$ cat config.mk
export PLATFORM = sky130hd
export DESIGN_NAME = verirq_controller_flat
export DESIGN_NICKNAME = d
export VERILOG_FILES = /design/src/rtl/verirq_pkg.sv /design/src/rtl/verbus.sv /design/src/rtl/verirq_priority_encoder.sv /design/src/rtl/verirq_controller.sv /design/src/flat_wrapper.sv
export SDC_FILE = /design/constraint.sdc
export NUM_CORES = 1
export LEC_CHECK = 0
export ABC_CLOCK_PERIOD_IN_PS = 2900
export CAP_MARGIN = 40
export CORE_MARGIN = 2
export CORE_UTILIZATION = 45
export DETAILED_ROUTE_END_ITERATION = 6
export GPL_ROUTABILITY_DRIVEN = 0
export GPL_TIMING_DRIVEN = 1
export PLACE_DENSITY = 0.95
export SYNTH_ARGS = -nofsm -noshare
export SYNTH_HDL_FRONTEND = slang
export SYNTH_SLANG_ARGS = --single-unit
export TNS_END_PERCENT = 50
$ cat constraint.sdc
create_clock -name clk -period 2.9 [get_ports clk]
set_input_delay 0.29 -clock clk [delete_from_list [all_inputs] [get_ports clk]]
set_output_delay 0.29 -clock clk [all_outputs]
set_load 0.01 [all_outputs]
$ cat src/rtl/verirq_pkg.sv
// Shared types and byte-lane merge helpers for the verirq interrupt controller.
package verirq_pkg;

    typedef enum logic [2:0] {
        PENDING_ADDRESS    = 3'd0,
        ENABLE_ADDRESS     = 3'd1,
        EDGE_MODE_ADDRESS  = 3'd2,
        CLAIM_ADDRESS      = 3'd3,
        IN_SERVICE_ADDRESS = 3'd4
    } local_address_t;

    typedef enum logic {
        IDLE,
        CLAIMED
    } state_t;

    typedef logic [4:0] source_id_t;

    // Replace only the bytes selected by wstrobe.
    function automatic logic [31:0] write_into(input logic [31:0] old_value,
                                               input logic [31:0] wdata,
                                               input logic [3:0]  wstrobe);
        logic [31:0] merged;
        merged = old_value;
        for (int b = 0; b < 4; b++) begin
            if (wstrobe[b]) merged[8*b +: 8] = wdata[8*b +: 8];
        end
        return merged;
    endfunction

    // Clear bits written as 1 within the selected bytes.
    function automatic logic [31:0] clear_into(input logic [31:0] old_value,
                                               input logic [31:0] wdata,
                                               input logic [3:0]  wstrobe);
        logic [31:0] mask;
        mask = '0;
        for (int b = 0; b < 4; b++) begin
            if (wstrobe[b]) mask[8*b +: 8] = wdata[8*b +: 8];
        end
        return old_value & ~mask;
    endfunction

endpackage

$ cat src/rtl/verbus.sv
// Verbus register-access bundle; the responder drives rdata, ready and irq.
interface Verbus;
    logic        valid;
    logic [31:0] address;
    logic [3:0]  wstrobe;
    logic [31:0] wdata;
    logic [31:0] rdata;
    logic        ready;
    logic        irq;

    modport read_write_response (
        input  valid, address, wstrobe, wdata,
        output rdata, ready, irq
    );
endinterface

$ cat src/rtl/verirq_priority_encoder.sv
// Combinational priority pick: lowest set request index wins, reported as index+1.
module verirq_priority_encoder
    import verirq_pkg::*;
#(
    parameter int SOURCE_COUNT = 8
) (
    input  logic [SOURCE_COUNT-1:0] request_i,
    output logic                    valid_o,
    output source_id_t              id_o
);

    always_comb begin
        valid_o = 1'b0;
        id_o    = '0;
        for (int i = SOURCE_COUNT - 1; i >= 0; i--) begin
            if (request_i[i]) begin
                valid_o = 1'b1;
                id_o    = source_id_t'(i + 1);
            end
        end
    end

endmodule

$ cat src/rtl/verirq_controller.sv
// Interrupt controller: latches pending sources, masks them and runs claim/complete.
// irq follows registered state combinationally; bus.ready is always 1.
module verirq_controller
    import verirq_pkg::*;
#(
    parameter int SOURCE_COUNT        = 8,
    parameter int LOCAL_ADDRESS_WIDTH = 3
) (
    input  logic                    clk,
    input  logic                    reset,
    Verbus.read_write_response      bus,
    input  logic [SOURCE_COUNT-1:0] sources
);

    logic [SOURCE_COUNT-1:0] sources_q;
    logic [SOURCE_COUNT-1:0] pending_q,   pending_d;
    logic [SOURCE_COUNT-1:0] enable_q,    enable_d;
    logic [SOURCE_COUNT-1:0] edge_mode_q, edge_mode_d;
    state_t                  state_q,     state_d;
    source_id_t              claimed_id_q, claimed_id_d;

    logic [LOCAL_ADDRESS_WIDTH-1:0] local_address;
    logic                           read_access, write_access;
    logic                           candidate_vld;
    source_id_t                     candidate_id;
    logic                           claim_take, complete;
    logic [SOURCE_COUNT-1:0]        claim_mask, after_w1c, rise, in_service;
    logic                           unused_address_bits;

    assign local_address       = bus.address[2 +: LOCAL_ADDRESS_WIDTH];
    assign unused_address_bits = ^{bus.address[31:2+LOCAL_ADDRESS_WIDTH], bus.address[1:0]};
    assign read_access         = bus.valid && (bus.wstrobe == 4'b0000);
    assign write_access        = bus.valid && (bus.wstrobe != 4'b0000);
    assign rise                = sources & ~sources_q;

    verirq_priority_encoder #(.SOURCE_COUNT(SOURCE_COUNT)) u_priority_encoder (
        .request_i (pending_q & enable_q),
        .valid_o   (candidate_vld),
        .id_o      (candidate_id)
    );

    assign in_service = (state_q == CLAIMED)
                      ? (SOURCE_COUNT'(1) << (claimed_id_q - 5'd1)) : '0;

    always_comb begin
        claim_take = read_access && (local_address == LOCAL_ADDRESS_WIDTH'(CLAIM_ADDRESS))
                  && (state_q == IDLE) && candidate_vld;
        complete   = write_access && (local_address == LOCAL_ADDRESS_WIDTH'(CLAIM_ADDRESS))
                  && (state_q == CLAIMED)
                  && (write_into(32'(claimed_id_q), bus.wdata, bus.wstrobe) == 32'(claimed_id_q));
        claim_mask = claim_take ? (SOURCE_COUNT'(1) << (candidate_id - 5'd1)) : '0;

        after_w1c = pending_q;
        enable_d  = enable_q;
        edge_mode_d = edge_mode_q;
        if (write_access) begin
            if (local_address == LOCAL_ADDRESS_WIDTH'(PENDING_ADDRESS))
                after_w1c = SOURCE_COUNT'(clear_into(32'(pending_q), bus.wdata, bus.wstrobe));
            if (local_address == LOCAL_ADDRESS_WIDTH'(ENABLE_ADDRESS))
                enable_d = SOURCE_COUNT'(write_into(32'(enable_q), bus.wdata, bus.wstrobe));
            if (local_address == LOCAL_ADDRESS_WIDTH'(EDGE_MODE_ADDRESS))
                edge_mode_d = SOURCE_COUNT'(write_into(32'(edge_mode_q), bus.wdata, bus.wstrobe));
        end

        // New edges are OR-ed in last so they survive both W1C and a claim on the same bit.
        pending_d = (edge_mode_q & ((after_w1c & ~claim_mask) | rise))
                  | (~edge_mode_q & sources);

        state_d      = state_q;
        claimed_id_d = claimed_id_q;
        if (claim_take) begin
            state_d      = CLAIMED;
            claimed_id_d = candidate_id;
        end else if (complete) begin
            state_d      = IDLE;
            claimed_id_d = '0;
        end
    end

    always_ff @(posedge clk) begin
        if (reset) begin
            sources_q    <= '0;
            pending_q    <= '0;
            enable_q     <= '0;
            edge_mode_q  <= '0;
            state_q      <= IDLE;
            claimed_id_q <= '0;
        end else begin
            sources_q    <= sources;
            pending_q    <= pending_d;
            enable_q     <= enable_d;
            edge_mode_q  <= edge_mode_d;
            state_q      <= state_d;
            claimed_id_q <= claimed_id_d;
        end
    end

    always_comb begin
        bus.rdata = '0;
        case (local_address)
            LOCAL_ADDRESS_WIDTH'(PENDING_ADDRESS):    bus.rdata = 32'(pending_q);
            LOCAL_ADDRESS_WIDTH'(ENABLE_ADDRESS):     bus.rdata = 32'(enable_q);
            LOCAL_ADDRESS_WIDTH'(EDGE_MODE_ADDRESS):  bus.rdata = 32'(edge_mode_q);
            LOCAL_ADDRESS_WIDTH'(CLAIM_ADDRESS):
                bus.rdata = (state_q == IDLE) ? 32'(candidate_id) : 32'(claimed_id_q);
            LOCAL_ADDRESS_WIDTH'(IN_SERVICE_ADDRESS): bus.rdata = 32'(in_service);
            default:                                  bus.rdata = '0;
        endcase
    end

    assign bus.ready = 1'b1;
    assign bus.irq   = (state_q == IDLE) && candidate_vld;

endmodule

$ cat src/flat_wrapper.sv
// flat-port wrapper written by rule: the top's interface ports become plain ports
module verirq_controller_flat import verirq_pkg::*;
#(
    parameter int SOURCE_COUNT        = 8,
    parameter int LOCAL_ADDRESS_WIDTH = 3
)
  (clk, reset, sources, bus_valid, bus_address, bus_wstrobe, bus_wdata, bus_rdata, bus_ready, bus_irq);
  Verbus bus_i ();
  input  logic clk;
  input  logic reset;
  input  logic [SOURCE_COUNT-1:0] sources;
  input wire logic [$bits(bus_i.valid)-1:0] bus_valid;
  input wire logic [$bits(bus_i.address)-1:0] bus_address;
  input wire logic [$bits(bus_i.wstrobe)-1:0] bus_wstrobe;
  input wire logic [$bits(bus_i.wdata)-1:0] bus_wdata;
  output wire logic [$bits(bus_i.rdata)-1:0] bus_rdata;
  output wire logic [$bits(bus_i.ready)-1:0] bus_ready;
  output wire logic [$bits(bus_i.irq)-1:0] bus_irq;
  assign bus_i.valid = bus_valid;
  assign bus_i.address = bus_address;
  assign bus_i.wstrobe = bus_wstrobe;
  assign bus_i.wdata = bus_wdata;
  assign bus_rdata = bus_i.rdata;
  assign bus_ready = bus_i.ready;
  assign bus_irq = bus_i.irq;
  verirq_controller #(.SOURCE_COUNT(SOURCE_COUNT), .LOCAL_ADDRESS_WIDTH(LOCAL_ADDRESS_WIDTH)) u_core (.clk(clk), .reset(reset), .bus(bus_i), .sources(sources));
endmodule
Yosys cells after proc, flatten, opt, wreduce, memory -nomap -nowiden
Index checks and enable logic that the tools add are counted.
Storage, ports and cells
  flip-flop bits (word level): 38
  logic and storage cells: 76
Operators by class
  bitwise gates (word level): 13
  reductions and logical operators: 15
  multiplexer cells: 33
  shift-type cells: 2
  eq/ne operators: 5
  $add $sub $neg: 2
Operators with widths (number)
  one-hot mux 32 bit (5 select lines): 1
  2-to-1 mux 8 bit: 11
  2-to-1 mux 5 bit: 10
  bitwise AND 8 bit: 6
  equality test 32 x 5 -> 1 bit: 1
  inverter 8 bit: 4
  bitwise OR 8 bit: 2
  left shift 1 x 5 -> 8 bit (first input constant): 2
  2-to-1 mux 1 bit: 10
  subtractor 5 x 1 -> 5 bit (second input constant): 2
  logical AND 1 bit: 9
  equality test 3 x 2 -> 1 bit (second input constant): 2
  AND reduction 3 bit: 2
  zero test 4 bit: 1
  2-to-1 mux 4 bit: 1
  nonzero test 4 bit: 1
  equality test 3 x 1 -> 1 bit (second input constant): 1
  equality test 3 bit (second input constant): 1
  zero test 3 bit: 1
  nonzero test 2 bit: 1
  inverter 1 bit: 1

Depth between registers and ports, before layout
Gate-level depths: netlist (run 1).
  depth after elaboration: 17
  mapped depth: 10
  gate-level depth less buffers: 10

Hierarchy
Synthesis (run 1) repeated with hierarchy kept, for this count alone.
Unflattened totals
  cell total of the unflattened synthesis: 308
  area, all modules: 2516.2 um2
By module, submodules not included
  verirq_controller: sequential area each 760.7 um2, instances 1, cells each 292, area an instance 2416.1 um2
  verirq_priority_encoder: sequential area each 0.0 um2, instances 1, cells each 16, area an instance 100.1 um2

Worst setup path before layout (run 1)
No wires, ideal clock.
  path type: register to register
  start: register u_core.pending_q[1]
  end: register u_core.pending_q[4]
  setup slack: 0.936 ns
  setup time: 0.117 ns
  data arrival time: 1.847 ns
  buffers on the path: 0
  period minus slack after synthesis: 1.964 ns
  stages on the path, launching flop included: 11
  cell sequence: dfxtp_1 -> nand2_1 -> a32oi_1 -> o21ai_1 -> inv_1 -> ha_1 -> nand3_1 -> nor3_1 -> o211a_1 -> nand3_1 -> a22o_1
Between the ends
  cells in the longest elaborated chain, start to end: 11
  elaborated cells between the ends (all ways): 14
  those cells by class: 1 x add/sub; 1 x shift; 5 x mux; 6 x bitwise; 1 x reduce/logical
Ends and longest elaborated chain
  start, declared: RTL line verirq_controller.sv:16  | logic [SOURCE_COUNT-1:0] pending_q, pending_d;
  start signal, assigned: RTL line verirq_controller.sv:90  | pending_q <= pending_d;
  bitwise AND 8 bit *: RTL line verirq_controller.sv:37  | .request_i (pending_q & enable_q),
  2-to-1 mux 5 bit (2 in series): RTL line verirq_priority_encoder.sv:16  | if (request_i[i]) begin
  subtractor 5 x 1 -> 5 bit: RTL line verirq_controller.sv:51  | claim_mask = claim_take ? (SOURCE_COUNT'(1) << (candidate_id - 5'd1)) : '0;
  left shift 1 x 5 -> 8 bit: RTL line verirq_controller.sv:51
  2-to-1 mux 8 bit *: RTL line verirq_controller.sv:51
  inverter 8 bit *: RTL line verirq_controller.sv:66  | pending_d = (edge_mode_q & ((after_w1c & ~claim_mask) | rise))
  bitwise AND 8 bit *: RTL line verirq_controller.sv:66
  bitwise OR 8 bit *: RTL line verirq_controller.sv:66
  bitwise AND 8 bit *: RTL line verirq_controller.sv:66
  bitwise OR 8 bit *: RTL line verirq_controller.sv:67  | | (~edge_mode_q & sources);
Every way passes the cells marked *; elsewhere a longest branch is shown, timed or not.
A chain may end at the register's enable or synchronous reset.

Worst setup path in the final report (run 1)
  start: register u_core.pending_q[2]
  end: output port bus_rdata[2]
Between the ends
  cells in the longest elaborated chain, start to end: 6
Ends and longest elaborated chain
  bitwise AND 8 bit: RTL line verirq_controller.sv:37
  2-to-1 mux 5 bit (3 in series): RTL line verirq_priority_encoder.sv:16
  2-to-1 mux 5 bit: RTL line verirq_controller.sv:105  | bus.rdata = (state_q == IDLE) ? 32'(candidate_id) : 32'(claimed_id_q);
  one-hot mux 32 bit (5 select lines) *: RTL line verirq_controller.sv:100  | case (local_address)
  end, declared: RTL line flat_wrapper.sv:16  | output wire logic [$bits(bus_i.rdata)-1:0] bus_rdata;
Marks and branches as above.

==> results of run 1 <==
-- cells by family (layout without fill, tap and decap cells) --
kind of cell / count (synthesis) / after routing
and+or+nand+nor: 124 / 124
AOI/OAI and AO/OA: 60 / 60
buffers and inverters: 43 / 78
DFF: 37 / 37
muxes: 24 / 24
xor gates and xnor gates: 7 / 7
adders and majority gates: 2 / 2
other: 2 / 25
-- flip-flops by register name, summed over array words and instances, names as in the netlist --
register,flops
u_core.claimed_id_q,4
u_core.edge_mode_q,8
u_core.enable_q,8
u_core.pending_q,8
u_core.sources_q,8
u_core.state_q,1
-- layout by cell type (no fill, tap or decap), types with 3 or more instances in the layout --
master,n
a211o_1,4
a211oi_1,6
a21oi_1,9
a22o_1,9
a22oi_1,3
buf_4,9
clkbuf_8,6
clkdlybuf4s50_1,58
conb_1,25
dfxtp_1,37
inv_1,4
mux2i_1,24
nand2_1,42
nand2b_1,5
nand3_1,5
nand3b_1,3
nand4_1,4
nor2_1,29
nor2b_1,10
nor3_1,6
nor4_1,7
o21ai_0,5
o21ai_1,5
o22ai_1,8
or3_1,4
xnor2_1,3
xor2_1,4
-- final cells by class --
cell class              instances  area [um2]
fillers                       444        2060
clock buffers                   7        86.3
inverters                       4        15.0
well taps                      70        87.6
repair buffers                 67         648
multi-input cells             242        1470
flip-flops and latches         37         741
-- where the power goes --
group          total (mW)  switching (mW)  leakage (nW)  internal (mW)
Clock               0.361           0.172        0.0443          0.188
Combinational       0.175          0.0808         0.761         0.0941
Sequential          0.536          0.0128         0.303          0.523
Total                1.07           0.266          1.11          0.806
-- Yosys cell counts (all sizes together), types with 8 or more instances --
library cell,count,area [um2]
a21oi,9,45.0
a22o,9,78.8
buf,30,216
clkbuf,9,33.8
dfxtp,37,741
mux2i,24,240
nand2,42,158
nor2,29,109
nor2b,10,62.6
nor4,8,65.1
o21ai,10,50.0
o22ai,8,50.1
-- per-stage QoR --
step / util / std cells
4_1_cts: 0.596 / 427
6_report: 0.596 / 427
2_1_floorplan: - / 322
3_5_place_dp: 0.579 / 420
5_1_grt: 0.596 / 427
3_3_place_gp: 0.579 / 420
-- final timing paths --
kind / from / end / slack, ns
max: u_core.pending_q[2]$_SDFF_PP0_ / bus_rdata[2] / 0.13
min: u_core.sources_q[1]$_SDFF_PP0_ / u_core.pending_q[1]$_SDFF_PP0_ / 0.48
max reg2reg: u_core.enable_q[5]$_SDFFE_PP0P_ / u_core.pending_q[4]$_SDFF_PP0_ / 0.50
min reg2reg: u_core.sources_q[1]$_SDFF_PP0_ / u_core.pending_q[1]$_SDFF_PP0_ / 0.48
-- per-layer routing --
metal	share of wire	wire, um
met1	0.40	2610
met2	0.46	3010
met3	0.11	750
met4	0.030	195
met5	0	0
-- critical path, stage by stage (launching register included) --
cell	delay, ns
dfxtp_1	0.35
a222oi_1	0.59
o21ai_1	0.28
o21ai_0	0.23
nand2_1	0.07
o221ai_1	0.09
clkdlybuf4s50_1	0.58
==> flow_metrics.py, run 1 <==
metrics = {
    "sta": {
        "clock.fmax_ghz": 0.361,
        "period_share": 0.956,
        "hold-worst-slack_ns": 0.481,
        "skew_ns": 0.00812,
        "hold_violations": 0,
        "max-slew-margin-rel": 0.591,
        "setup_viol": 0,
        "fin_crit_ns": 2.77,
        "timing.final.ws_setup_ns": 0.127,
        "rsz0062_at_grt": "no",
        "setup_tns_ns": 0,
        "tightestPinTransition_ns": 0.613,
        "timing.final.max_slew_violations": 0,
    },
    "global_routing": {
        "grt_max_degree": 25,
        "grt_overflow": 0,
        "grt_pass1_wl_um": 10700,
        "grt_use_met1": 0.275,
        "grtUsageTotal": 0.224,
        "met3_usage": 0.0600,
        "first_global_vias": 2237,
        "top_usage_layer": "met2",
        "antenna_found_initial": 0,
        "use_met2": 0.365,
    },
    "die": {
        "die_y_um": 76.8,
        "die_area_mm2": 0.00590,
        "rows": 26,
        "pin_count": 113,
        "fp.coreArea_mm2": 0.00511,
        "initial_core_util": 0.467,
        "die_w_um": 76.8,
    },
    "clocking": {
        "clockBufferDepth": 2,
        "ctsHoldBuffers": 0,
        "clk_latency_ns": 0.29,
        "clock-sinks": 37,
        "cts-htree-levels": 2,
        "postCtsSetupBuffers": 0,
        "cts_resized": 0,
        "clkTransAtPathRegs_ns": 0.07,
        "cts-root-buf": "clkbuf_8",
        "cts_buffers": 5,
        "cts_tree": "built",
    },
    "detailed_routing": {
        "drt_iter0_markers": 334,
        "num_vias": 2410,
        "viasPerCell": 5.64,
        "drc": 2,
        "routed_wl_um": 6570,
        "firstDrtPassIters": 7,
        "ant_nets": 0,
        "wl_per_cell_um": 15.4,
    },
    "yosys": {
        "synth_edf_count": 0,
        "async_flop_share": 0,
        "synth_area_per_cell_um2": 7.98,
        "synth_cell_types": 45,
        "seq_area_frac_synth": 0.311,
        "ys_ff_latch": 37,
        "synthesis.instances": 299,
        "synth_xor_area_frac": 0.0257,
        "synthMuxAreaShare": 0.101,
        "synth_compound_area_frac": 0.180,
        "synthFlopType": "dfxtp_1",
        "netlist_area_mm2": 0.00238,
        "synthAdderAreaFrac": 0.0105,
        "synth_warnings": 0,
        "yosys.area_share.simple": 0.258,
        "synth_top_family_by_area": "simple AND/OR/NAND/NOR gates",
    },
    "min_path": {
        "hold_path_depth": 2,
        "hold_path.class": "flip-flop to flip-flop",
    },
    "worst_setup_path": {
        "cp.required_ns": 2.61,
        "cp-end-kind": "output port",
        "cp_max_fo": 5,
        "path_class": "flip-flop to output port",
        "rr_worst_depth": 10,
        "cp.arrival_ns": 2.48,
        "cp-start-kind": "flip-flop",
    },
    "power_and_ir_drop": {
        "power.leakage_nw": 1.11,
        "power.total_mw": 1.07,
        "vdd_drop_max_mv": 0.216,
        "powerDensity_mw_per_mm2": 352,
    },
    "final_layout": {
        "finish.instance_area_mm2": 0.00304,
        "finalNetCount": 438,
        "diodes": 0,
        "drive_gt1_frac": 0.0504,
        "area_growth_pct": 27.6,
    },
    "job": {
        "cap_violations": 0,
    },
    "placement": {
        "place_hpwl_um": 5050,
        "dp_slack_ns": 0.263,
        "postPlaceCellArea_mm2": 0.00296,
        "io_buffers": 58,
    },
    "outcome": {
        "violations": "DRC",
        "outcome": "finished, violations left",
    },
}
Note: power is estimated with default switching activity, not from simulation.
==> run 2: changes to the inputs <==
--- a/config.mk
+++ b/config.mk
@@ -5,7 +5,7 @@
 export SDC_FILE = /design/constraint.sdc
 export NUM_CORES = 1
 export LEC_CHECK = 0
-export ABC_CLOCK_PERIOD_IN_PS = 2900
+export ABC_CLOCK_PERIOD_IN_PS = 3400
 export CAP_MARGIN = 40
 export CORE_MARGIN = 2
 export CORE_UTILIZATION = 45
==> constraint.sdc (replaced) <==
create_clock -name clk -period 3.4 [get_ports clk]
set_input_delay 0.34 -clock clk [delete_from_list [all_inputs] [get_ports clk]]
set_output_delay 0.34 -clock clk [all_outputs]
set_load 0.01 [all_outputs]
==> flow_metrics.py, run 2 (same netlist as run 1, synthesis figures left out) <==
metrics = {
    "worst_setup_path": {
        "rr_worst_depth": 10,
        "cp_max_fo": 12,
        "cp-start-kind": "input port",
        "cp.arrival_ns": 2.57,
        "crit_start": "bus_address[3]",
        "path_class": "input port to output port",
        "worstReg2RegStart": "u_core.pending_q[5]$_SDFF_PP0_",
        "ff2ff_setup_slack_ns": 0.96,
        "rr_endpoint": "u_core.pending_q[4]$_SDFF_PP0_",
        "critPathCapture": "bus_rdata[2]",
        "cp-end-kind": "output port",
        "cp.required_ns": 3.06,
    },
    "global_routing": {
        "grtUsageTotal": 0.220,
        "grt_pass1_wl_um": 10600,
        "antenna_found_initial": 0,
        "grt_max_degree": 39,
        "first_global_vias": 2299,
        "grt_overflow": 0,
    },
    "clocking": {
        "cts_tree": "built",
        "clk_latency_ns": 0.29,
        "clkTransAtPathRegs_ns": 0.07,
        "cts_buffers": 5,
        "cts_resized": 0,
        "ctsHoldBuffers": 0,
        "cts-root-buf": "clkbuf_8",
        "clockBufferDepth": 2,
        "clock-sinks": 37,
        "cts-htree-levels": 2,
        "postCtsSetupBuffers": 0,
    },
    "detailed_routing": {
        "viasPerCell": 5.59,
        "wl_per_cell_um": 15.0,
        "routed_wl_um": 6380,
        "drc": 0,
        "drt_iter0_markers": 218,
        "num_vias": 2380,
        "ant_nets": 0,
        "firstDrtPassIters": 4,
    },
    "sta": {
        "setup_viol": 0,
        "hold-worst-slack_ns": 0.477,
        "period_share": 0.855,
        "rsz0062_at_grt": "no",
        "skew_ns": 0.00756,
        "clock.fmax_ghz": 0.344,
        "setup_tns_ns": 0,
        "tightestPinTransition_ns": 0.651,
        "max-slew-margin-rel": 0.565,
        "timing.final.max_slew_violations": 0,
        "hold_violations": 0,
        "fin_crit_ns": 2.91,
    },
    "power_and_ir_drop": {
        "powerDensity_mw_per_mm2": 301,
        "switching_power_mw": 0.225,
        "internal-power_mw": 0.687,
        "clkPwrFrac": 0.337,
        "power.leakage_nw": 1.10,
        "p_seq_frac": 0.502,
        "swShare": 0.247,
        "vdd_drop_max_mv": 0.198,
        "comb_power_share": 0.161,
    },
    "die": {
        "pin_count": 113,
        "initial_core_util": 0.467,
        "rows": 26,
        "die_area_mm2": 0.00590,
        "die_y_um": 76.8,
        "die_w_um": 76.8,
        "fp.coreArea_mm2": 0.00511,
    },
    "final_layout": {
        "final_common_cell": "clkdlybuf4s50_1",
        "diodes": 0,
        "drive_gt1_frac": 0.0478,
        "area_growth_pct": 27.3,
        "finalNetCount": 437,
        "fillers": 442,
        "final_cell_mix": "58 x clkdlybuf4s50_1, 42 x nand2_1, 37 x dfxtp_1",
    },
    "placement": {
        "io_buffers": 58,
        "place_hpwl_um": 5010,
    },
    "job": {
        "cap_violations": 0,
    },
    "min_path": {
        "hold_path.class": "flip-flop to flip-flop",
    },
    "outcome": {
        "outcome": "complete, no violations",
    },
}
run 2: cell types whose count changed in the layout (fill, tap and decap cells not counted):
cell,delta
buf_4,-1
run 2: cell type report:
type,count,area [um2],area share
clock buffer,7,86.3,0.0284
tap,70,87.6,0.0289
inverter,4,15.0,0.00495
multi-input combinational,242,1470,0.483
sequential,37,741,0.244
timing repair buffer,66,641,0.211
run 2: power groups by stage:
| stage | clock network [mW] | logic (mW) | registers (mW) |
|---|---|---|---|
| 6_report | 0.307 | 0.147 | 0.458 |
| 5_1_grt | 0.340 | 0.158 | 0.459 |
| 4_1_cts | 0.316 | 0.147 | 0.457 |
| 3_5_place_dp | 0 | 0.146 | 0.467 |
| 3_3_place_gp | 0 | 0.143 | 0.465 |
| 2_1_floorplan | 0 | 0.0842 | 0.463 |
run 2: through the flow:
step | total power, mW | util | area [um2] | instances | setup slack (ns)
after global routing | 0.957 | 0.594 | 3040 | 426 | 0.365
after CTS | 0.920 | 0.594 | 3040 | 426 | 0.482
after floorplan | 0.548 | - | 2470 | 322 | 1.44
after detailed placement | 0.613 | 0.577 | 2950 | 419 | 0.494
after global placement | 0.609 | 0.577 | 2950 | 419 | 0.581
final | 0.912 | 0.594 | 3040 | 426 | 0.494
run 2: worst min-delay path by stage:
stage / startpoint / endpoint / slack, ns / cells after the start
global route: u_core.sources_q[1]$_SDFF_PP0_ / u_core.pending_q[1]$_SDFF_PP0_ / 0.52 / 2
detailed placement: u_core.sources_q[1]$_SDFF_PP0_ / u_core.pending_q[1]$_SDFF_PP0_ / 0.47 / 2
global placement: u_core.sources_q[0]$_SDFF_PP0_ / u_core.pending_q[0]$_SDFF_PP0_ / 0.46 / 2
finish: u_core.sources_q[1]$_SDFF_PP0_ / u_core.pending_q[1]$_SDFF_PP0_ / 0.48 / 2
CTS: u_core.sources_q[1]$_SDFF_PP0_ / u_core.pending_q[1]$_SDFF_PP0_ / 0.49 / 2
floorplan: u_core.sources_q[6]$_SDFF_PP0_ / u_core.pending_q[6]$_SDFF_PP0_ / 0.45 / 3
run 2: per-layer routing:
layer	global-route usage	vias to the layer above	share of wire
li1	-	1134	-
met1	0.252	1065	0.37
met2	0.379	164	0.48
met3	0.0718	17	0.13
met4	0.0818	0	0.020
met5	0	-	0
run 2: critical path, cell delays in order:
cell,delay (ns)
clkdlybuf4s50_1,0.70
nor2_1,0.20
nand3_1,0.12
nor3_1,0.32
nand2_1,0.10
o221ai_1,0.21
clkdlybuf4s50_1,0.58
